**src/rtl/clock_freq_meter.sv**
```systemverilog
// clock_freq_meter: counts rising edges of an asynchronous clock (sig_in) over a
// fixed gate window of clk_base cycles and publishes the count once per window.
// Optional dead-clock detection is compiled in with `define CLK_STALL_DET_EN.
//
// state | meaning
// IDLE  | not measuring, waiting for enable
// ARM   | waiting for an aligning sig_in edge (not counted)
// GATE  | counting sig_in edges for GATE_CYCLES cycles
// DONE  | one cycle, publish the result
module clock_freq_meter #(
  parameter int GATE_CYCLES  = 1000,
  parameter int COUNT_W      = 16,
  parameter int STALL_CYCLES = 256
) (
  input  logic               clk_base,
  input  logic               rst_n,
  input  logic               sig_in,
  input  logic               enable,
  output logic [COUNT_W-1:0] meas_count,
  output logic               meas_ovf,
  output logic               meas_valid,
  output logic               busy,
  output logic               clk_stall
);

  localparam int GATE_W = $clog2(GATE_CYCLES);
  localparam logic [GATE_W-1:0] GATE_LAST = GATE_W'(GATE_CYCLES - 1);

  typedef enum logic [1:0] {IDLE, ARM, GATE, DONE} state_t;

  state_t              state;
  state_t              state_nxt;
  logic                sync1;
  logic                sync2;
  logic                prev;
  logic                rise;
  logic                load_meas;
  logic [GATE_W-1:0]   gate_cnt;
  logic [COUNT_W-1:0]  edge_cnt;
  logic                ovf;

  // Two-flop synchronizer for sig_in plus edge register for rise detection.
  always_ff @(posedge clk_base) begin
    if (!rst_n) begin
      sync1 <= 1'b0;
      sync2 <= 1'b0;
      prev  <= 1'b0;
    end else begin
      sync1 <= sig_in;
      sync2 <= sync1;
      prev  <= sync2;
    end
  end

  assign rise = sync2 & ~prev;

  // State register.
  always_ff @(posedge clk_base) begin
    if (!rst_n) state <= IDLE;
    else        state <= state_nxt;
  end

  // Next-state decode, busy and the publish strobe.
  always_comb begin
    state_nxt = state;
    busy      = 1'b0;
    load_meas = 1'b0;
    case (state)
      IDLE: begin
        if (enable) state_nxt = ARM;
      end
      ARM: begin
        busy = 1'b1;
        if (!enable)   state_nxt = IDLE;
        else if (rise) state_nxt = GATE;
      end
      GATE: begin
        busy = 1'b1;
        if (!enable)                    state_nxt = IDLE;
        else if (gate_cnt == GATE_LAST) state_nxt = DONE;
      end
      DONE: begin
        busy      = 1'b1;
        load_meas = 1'b1;
        state_nxt = enable ? ARM : IDLE;
      end
      default: state_nxt = IDLE;
    endcase
  end

  // Gate timer and saturating edge counter; window restarts on the aligning edge.
  always_ff @(posedge clk_base) begin
    if (!rst_n) begin
      gate_cnt <= '0;
      edge_cnt <= '0;
      ovf      <= 1'b0;
    end else if (state == ARM && rise) begin
      gate_cnt <= '0;
      edge_cnt <= '0;
      ovf      <= 1'b0;
    end else if (state == GATE) begin
      if (gate_cnt != GATE_LAST) gate_cnt <= gate_cnt + GATE_W'(1);
      if (rise) begin
        if (edge_cnt == {COUNT_W{1'b1}}) ovf <= 1'b1;
        else                             edge_cnt <= edge_cnt + COUNT_W'(1);
      end
    end
  end

  // Result registers; meas_valid rises together with the new count.
  always_ff @(posedge clk_base) begin
    if (!rst_n) begin
      meas_count <= '0;
      meas_ovf   <= 1'b0;
      meas_valid <= 1'b0;
    end else begin
      meas_valid <= load_meas;
      if (load_meas) begin
        meas_count <= edge_cnt;
        meas_ovf   <= ovf;
      end
    end
  end

`ifdef CLK_STALL_DET_EN
  localparam int IDLE_W = $clog2(STALL_CYCLES + 1);
  localparam logic [IDLE_W-1:0] STALL_MAX = IDLE_W'(STALL_CYCLES);

  logic [IDLE_W-1:0] idle_cnt;

  // Cycles since the last detected edge, independent of FSM state.
  always_ff @(posedge clk_base) begin
    if (!rst_n)                 idle_cnt <= '0;
    else if (!enable || rise)   idle_cnt <= '0;
    else if (idle_cnt != STALL_MAX) idle_cnt <= idle_cnt + IDLE_W'(1);
  end

  assign clk_stall = (idle_cnt == STALL_MAX);
`else
  assign clk_stall = 1'b0;
`endif

endmodule

```
**config.mk**
```make
export PLATFORM = sky130hd
export DESIGN_NAME = clock_freq_meter
export DESIGN_NICKNAME = d
export VERILOG_FILES = /design/src/rtl/clock_freq_meter.sv
export SDC_FILE = /design/constraint.sdc
export NUM_CORES = 1
export LEC_CHECK = 0
export CORE_MARGIN = 1.5
export CORE_UTILIZATION = 38
export DETAILED_ROUTE_END_ITERATION = 8
export RECOVER_POWER = 50
export SLEW_MARGIN = 20
export SYNTH_ARGS = -nofsm -noshare
export SYNTH_HDL_FRONTEND = slang
export SYNTH_SLANG_ARGS = --single-unit
```
**constraint.sdc**
```tcl
create_clock -name clk_base -period 2.8 [get_ports clk_base]
set_clock_uncertainty 0.2 [all_clocks]
set_input_delay 0.42 -clock clk_base [delete_from_list [all_inputs] [get_ports clk_base]]
set_output_delay 0.42 -clock clk_base [all_outputs]
set_load 0.03 [all_outputs]
```
; ---- After elaboration in Yosys (flattened, before gate mapping)
; Index checks and enable logic that the tools add are counted.
[word_totals]
reg_bits = 50
in_bits = 4
wordCells = 42
[classes]
addsub = 2
eq_ne = 9
muxes = 9
bitwise = 4
reduce_logical = 8
[ops]
columns = op, count
row1 = "16-bit by 1-bit adder with 16-bit output, second input constant", 1
row2 = "16-bit == test, second input constant", 1
row3 = "10-bit by 1-bit adder with 10-bit output, second input constant", 1
row4 = "10-bit == test, second input constant", 1
row5 = 2-bit two-way mux, 5
row6 = "10-bit != test, second input constant", 1
row7 = 3-bit AND reduction, 3
row8 = 2-bit case mux with 4 select lines, 1
row9 = "3-bit != test, second input constant", 2
row10 = "2-bit == test, second input constant", 2
row11 = 1-bit two-way mux, 3
row12 = 1-bit inverter, 3
row13 = 3-bit OR reduction, 1
row14 = "2-bit by 1-bit == test with 1-bit output, second input constant", 1
row15 = 2-bit zero test, 1
row16 = "2-bit != test, second input constant", 1
row17 = 2-bit AND reduction, 1
row18 = 2-bit OR reduction, 1
row19 = 1-bit AND, 1
row20 = 1-bit logical AND, 1

; ---- Depth between registers and ports, before layout
; Gate-level depths: netlist (run 1).
[logic_depth]
word_depth = 5
ltp_mapped = 6

; ---- Worst setup path after synthesis (run 1)
; Ideal clock, no wire load.
[synth_timing]
path_type = register to register
startpoint = reg edge_cnt[0]
endpoint = reg edge_cnt[0]
setup_time_ns = 0.132
t_arrival_ns = 1.458
required_ns = 2.468
setup_slack_ns = 1.009
path_stages_with_launch = 7
path_buffers = 1
cell_sequence = dfxtp_1 ha_1 nand4_1 nor4_2 buf_2 or3_1 a21oi_1
[synth_via]
elab_chain_len = 3
elab_cells_between_ends = 4
cone_classes = 1 x add/sub / 1 x eq/ne / 1 x bitwise / 1 x reduce/logical
[synth_lines]
columns = element, line
row1 = start: declaration, 39  ; logic [COUNT_W-1:0] edge_cnt;
row2 = start signal: assignment, 105  ; else edge_cnt <= edge_cnt + COUNT_W'(1);
row3 = branches (longest 3 deep; another with 16-bit by 1-bit adder with 16-bit output), --
; Parallel ways; which one is timed is not known.
; A chain may end at the register's enable or synchronous reset.

; ---- Worst setup path in the final report (run 1)
[layout_timing]
startpoint = reg state[0]
endpoint = out busy
[layout_via]
elab_chain_len = 3
elab_cells_between_ends = 5
cone_classes = 3 x eq/ne / 1 x mux / 1 x reduce/logical
[layout_lines]
columns = element, line
row1 = start: declaration, 31  ; state_t state;
row2 = start signal: assignment, 60  ; else state <= state_nxt;
row3 = 2-bit by 1-bit == test with 1-bit output / 2-bit == test (equally long branches), 68  ; case (state)
row4 = 3-bit OR reduction (no source line) *, --
row5 = 1-bit two-way mux *, 68
row6 = end: declaration, 22  ; output logic busy,
; Mark *: on every way between the ends. The rest lies on a longest branch, timed or not.

==> flow_metrics.env, run 1 <==
export IMPL_leakage_nw=0.8387
export IMPL_hpwl_um=3086
export IMPL_initialDrtViolationCount=102
export IMPL_critPathRequiredTime_ns=2.18
export IMPL_postLayoutSetupSlackWorst_ns=0.6011
export IMPL_synth_edf_count=0
export IMPL_postCtsSetupRepairBufs=0
export IMPL_die_w_um=78.10
export IMPL_syn_instance_count=248
export IMPL_final_setup_tns_ns=0
export IMPL_fillers=571
export IMPL_hold_violations=0
export IMPL_grt_pass1_vias=1625
export IMPL_r2r_end="edge_cnt[3]"
export IMPL_numCtsBuffers=5
export IMPL_diodes=0
export IMPL_antenna_left=0
export IMPL_synthArstFlopShare=0
export IMPL_gp_congestion=0.7766
export IMPL_min_period_over_period=0.7853
export IMPL_drive_above_1_share=0.04059
export IMPL_layout_common_cells="dfxtp_1, nand2_1, a21oi_1"
export IMPL_grt_max_degree=19
export IMPL_rows=27
export IMPL_drc=0
export IMPL_yosysWarnings=0
export IMPL_track_usage=0.1554
export IMPL_fmax_mhz=454.8
export IMPL_grt_pass1_wl_um=7603
export IMPL_max_cap_violations=0
export IMPL_power_per_cell_area_mw_per_mm2=493.0
export IMPL_synth_seq_cells=50
export IMPL_cts_buffer_depth=2
export IMPL_fin_util=0.4609
export IMPL_tritoncts="built"
export IMPL_finalMaxSlewViolations=0
export IMPL_htreeDepth=2
export IMPL_crit_type="flop to output port"
export IMPL_vias_per_cell=5.300
export IMPL_layout_nets=276
export IMPL_avgRoutedWirePerCell_um=12.58
export IMPL_slowest_stage="clkdlybuf4s50_1"
export IMPL_reg2regPathDepth=6
export IMPL_ios=24
export IMPL_via_count=1818
export IMPL_r2r_setup_slack_ns=0.68
export IMPL_slew_headroom=0.4316
export IMPL_irDropWorstVdd_mv=0.3049
export IMPL_synth_seq_area_share=0.4670
export IMPL_cp_max_fo=9
export IMPL_cp_end_kind="output port"
export IMPL_synth_ff_type="dfxtp_1"
export IMPL_synth_distinct_cells=47
export IMPL_synth_area_mm2=0.002143
export IMPL_min_to="sync2"
export IMPL_final_common_cell="dfxtp_1"
export IMPL_grt_ovfl_total=0
export IMPL_period_needed_ns=2.199
export IMPL_synth_fp_nets=254
export IMPL_start_util=0.3916
export IMPL_cts_hold_buf=0
export IMPL_insertion_delay_ns=0.30
export IMPL_clock_root_buffer="clkbuf_8"
export IMPL_core_mm2=0.005473
export IMPL_worstHoldStart="sync1"
export IMPL_tightest_slew_ns=0.8526
export IMPL_run_status="finished, final reports clean"
export IMPL_timing_critical_path_arrival_ns=1.58
export IMPL_rsz0062_at_grt="false"
export IMPL_cpPeakStageDelay_ns=0.60
export IMPL_dpl_worst_slack_ns=0.6080
export IMPL_dieArea_mm2=0.006100
export IMPL_dr_pass1_iters=4
export IMPL_finalSetupViolations=0
export IMPL_cts_sinks=50
export IMPL_antenna_found_initial=0
export IMPL_clk_pin_slew_ns=0.09
export IMPL_cts_resized=0
export IMPL_io_buffers=22
export IMPL_syn_area_per_cell_um2=8.642
export IMPL_syn_to_final_growth_pct=17.69
export IMPL_min_path_cells=1
export IMPL_hold_path_class="flop to flop"
export IMPL_totalWireLength_um=4315
export IMPL_worstPathCellList="or2_2 > clkdlybuf4s50_1"
export IMPL_reg2reg_from="edge_cnt[1]"
export IMPL_die_h_um=78.10
export IMPL_start_kind="flop"
[metal layers]
metal | routed length (um) | up-vias | GRT usage
li1 | - | 943 | -
met1 | 2102 | 852 | 0.2035
met2 | 2060 | 19 | 0.2548
met3 | 111 | 4 | 0.03488
met4 | 41 | 0 | 0.04821
met5 | 0 | - | 0
[sequential cells by signal, indices dropped and copies added (netlist names)]
name        flops
meas_ovf        1
ovf             1
meas_valid      1
edge_cnt       16
meas_count     16
gate_cnt       10
sync2           1
state           2
sync1           1
prev            1
[worst max-delay path by stage]
stage / from / end
floorplan: edge_cnt[0] / edge_cnt[0]
global placement: rst_n / edge_cnt[8]
detailed placement: rst_n / edge_cnt[8]
CTS: state[0] / busy
global route: edge_cnt[1] / edge_cnt[3]
finish: state[0] / busy
[cell usage after synthesis, types with 4 or more instances]
cell | instances | area (um^2)
o211ai_1 | 4 | 30.03
clkbuf_1 | 7 | 26.28
nand3_1 | 8 | 40.04
or4_1 | 4 | 30.03
or3_1 | 9 | 56.30
and2_1 | 6 | 37.54
xnor2_1 | 4 | 35.03
nand2_1 | 46 | 172.7
o21ai_0 | 7 | 35.03
nand4_1 | 9 | 56.30
a21oi_1 | 27 | 135.1
nor2_1 | 14 | 52.55
dfxtp_1 | 50 | 1001
[per-stage QoR]
| step | hold WS [ns] | power (W) | cells | instance area [um^2] |
|---|---|---|---|---|
| 2_1_floorplan | 0.2118 | 0.0007530 | 248 | 2143 |
| 3_3_place_gp | 0.2226 | 0.0007658 | 335 | 2430 |
| 3_5_place_dp | 0.2330 | 0.0007658 | 335 | 2430 |
| 4_1_cts | 0.2522 | 0.001261 | 343 | 2536 |
| 5_1_grt | 0.2557 | 0.001295 | 343 | 2522 |
| 6_report | 0.2457 | 0.001244 | 343 | 2522 |
[layout make-up]
cell class                 instances  area, um^2  area share
timing repair buffer              25       235.2     0.09325
sequential                        50        1001      0.3968
clock buffer                       7       76.32     0.03026
inverter                           3       11.26    0.004464
clock inverter                     1       30.03     0.01190
tap                               72       90.09     0.03571
multi-input combinational        185        1079      0.4276
[where the power goes]
| group | internal (W) | switching [W] |
|---|---|---|
| registers | 0.000713 | 0.00000242 |
| clock network | 0.000268 | 0.000229 |
| logic | 0.0000110 | 0.0000208 |
[cell families after synthesis]
kind of cell	count (synthesis)	synth area share
fa+ha+maj	2	0.01167
xor+xnor	7	0.02861
compound gates	54	0.1565
simple gates	120	0.3030
buf+inv	13	0.02685
other cells	1	0.001750
mux	1	0.004670
flops	50	0.4670
[critical path, delay by kind of cell (launching register included)]
family	cells	cell delay, ns
simple gates	1	0.31
flops	1	0.37
buf+inv	1	0.60
Note: power is estimated with default switching activity, not from simulation.
==> run 2: changes to the inputs <==
==> constraint.sdc (replaced) <==
create_clock -name clk_base -period 2.25 [get_ports clk_base]
set_clock_uncertainty 0.2 [all_clocks]
set_input_delay 0.3375 -clock clk_base [delete_from_list [all_inputs] [get_ports clk_base]]
set_output_delay 0.3375 -clock clk_base [all_outputs]
set_load 0.03 [all_outputs]
==> run 2 against run 1 <==
- utilization up 0.55 points
- register-to-register slack lost 0.37 ns
- clock power increased by 8.7%
- highest routed layer unchanged
- setup slack lost 0.46 ns
- critical path type unchanged
- largest cell class unchanged
- critical path depth is the same
==> flow_metrics.env, run 2 (same netlist as run 1, synthesis figures left out) <==
export IMPL_run_status="finished, final reports clean"
export IMPL_timing_critical_path_arrival_ns=1.58
export IMPL_totalWireLength_um=4614
export IMPL_slew_headroom=0.4052
export IMPL_antenna_left=0
export IMPL_drive_above_1_share=0.06884
export IMPL_track_usage=0.1611
export IMPL_slowest_stage="clkdlybuf4s50_1"
export IMPL_cp_depth=2
export IMPL_r2r_end="edge_cnt[10]"
export IMPL_avgRoutedWirePerCell_um=13.26
export IMPL_cts_hold_buf=0
export IMPL_layout_common_cells="dfxtp_1, nand2_1, a21oi_1"
export IMPL_reg2regPathDepth=5
export IMPL_tightest_slew_ns=0.8917
export IMPL_grt_max_degree=19
export IMPL_clock_root_buffer="clkbuf_8"
export IMPL_cts_sinks=50
export IMPL_period_needed_ns=2.113
export IMPL_tritoncts="built"
export IMPL_multiInputGateArea_mm2=0.001085
export IMPL_dieArea_mm2=0.006100
export IMPL_dr_pass1_iters=4
export IMPL_rsz0062_at_grt="false"
export IMPL_cp_endpoint="busy"
export IMPL_start_util=0.3916
export IMPL_drc=0
export IMPL_layout_nets=281
export IMPL_seq_area_mm2=0.001001
export IMPL_clk_pin_slew_ns=0.09
export IMPL_die_w_um=78.10
export IMPL_hold_path_class="flop to flop"
export IMPL_core_mm2=0.005473
export IMPL_numCtsBuffers=5
export IMPL_final_common_cell="dfxtp_1"
export IMPL_irDropWorstVdd_mv=0.3792
export IMPL_syn_to_final_growth_pct=19.09
export IMPL_power_per_cell_area_mw_per_mm2=577.4
export IMPL_grt_pass1_wl_um=7879
export IMPL_min_period_over_period=0.9392
export IMPL_grt_pass1_vias=1748
export IMPL_via_count=1837
export IMPL_hold_violations=0
export IMPL_final_setup_tns_ns=0
export IMPL_max_cap_violations=0
export IMPL_vias_per_cell=5.279
export IMPL_gp_congestion=0.8149
export IMPL_postCtsSetupRepairBufs=0
export IMPL_crit_type="flop to output port"
export IMPL_worstHoldStart="sync1"
export IMPL_hpwl_um=3179
export IMPL_crit_start="state[0]"
export IMPL_cpPeakStageDelay_ns=0.60
export IMPL_cts_resized=0
export IMPL_crit_family="buffers and inverters"
export IMPL_path_buf_inv=1
export IMPL_cts_buffer_depth=2
export IMPL_diodes=0
export IMPL_cp_end_kind="output port"
export IMPL_grt_ovfl_total=0
export IMPL_reg2reg_from="edge_cnt[0]"
export IMPL_critPathRequiredTime_ns=1.71
export IMPL_biggestRegsByFlops="edge_cnt: 16 flops, meas_count: 16 flops, gate_cnt: 10 flops"
export IMPL_p_total_w=0.001474
export IMPL_htreeDepth=2
export IMPL_worstPathCellList="or2_2 > clkdlybuf4s50_1"
export IMPL_antenna_found_initial=0
export IMPL_finalMaxSlewViolations=0
export IMPL_cp_max_fo=9
export IMPL_die_h_um=78.10
export IMPL_leakage_nw=0.8417
export IMPL_io_buffers=22
export IMPL_holdWs_ns=0.2379
export IMPL_finalSetupViolations=0
export IMPL_insertion_delay_ns=0.30
export IMPL_start_kind="flop"
export IMPL_fmax_mhz=473.2
export IMPL_rows=27
export IMPL_initialDrtViolationCount=122
export IMPL_fillers=583
export IMPL_ios=24
export IMPL_r2r_setup_slack_ns=0.31
[run 2: cell count changes in the layout (fill, tap and decap cells not counted), moves of 2 or more]
| cell | before | now |
|---|---|---|
| buf_4 | 1 | 6 |
| clkdlybuf4s50_1 | 14 | 20 |
| clkbuf_1 | 4 | 2 |
| dlygate4sd3_1 | 8 | 2 |
[run 2: through the flow]
step / std cells / area (um^2) / setup WS [ns] / util
2_1_floorplan: 248 / 2143 / 0.4592 / -
3_3_place_gp: 340 / 2467 / 0.3146 / 0.4508
3_5_place_dp: 340 / 2467 / 0.3022 / 0.4508
4_1_cts: 348 / 2559 / 0.1364 / 0.4675
5_1_grt: 348 / 2552 / 0.08751 / 0.4664
6_report: 348 / 2552 / 0.1368 / 0.4664
[run 2: layout make-up]
type                            count  share of cell area
Clock buffer                        7             0.03382
Inverter                            3            0.004412
Clock inverter                      1            0.001961
Timing Repair Buffer               30              0.1074
Sequential cell                    50              0.3922
Multi-Input combinational cell    185              0.4250
Tap cell                           72             0.03529
[run 2: how the worst min path moves through the flow]
| stage | end | slack [ns] | depth (start not counted) |
|---|---|---|---|
| global route | sync2 | 0.26 | 1 |
| finish | sync2 | 0.24 | 1 |
| detailed placement | sync2 | 0.23 | 1 |
| global placement | sync2 | 0.22 | 1 |
| floorplan | sync2 | 0.21 | 1 |
| CTS | sync2 | 0.25 | 1 |
[run 2: metal layers]
layer | vias up | track usage | wire [um]
li1 | 953 | - | -
met1 | 853 | 0.1954 | 2147
met2 | 22 | 0.2835 | 2273
met3 | 9 | 0.03140 | 122
met4 | 0 | 0.05536 | 72
met5 | - | 0 | 0
[run 2: power breakdown]
part	internal [W]	switching, W
Sequential	0.000887	0.00000294
Combinational	0.0000164	0.0000275
Clock	0.000249	0.000291
Total	0.00115	0.000321
==> run 3: changes to the inputs <==
--- a/config.mk
+++ b/config.mk
@@ -9,7 +9,6 @@
 export CORE_UTILIZATION = 38
 export DETAILED_ROUTE_END_ITERATION = 8
 export RECOVER_POWER = 50
-export SLEW_MARGIN = 20
 export SYNTH_ARGS = -nofsm -noshare
 export SYNTH_HDL_FRONTEND = slang
 export SYNTH_SLANG_ARGS = --single-unit
==> results of run 3 <==
Same layout as run 2: the final DEF is identical, and so are final timing and power.
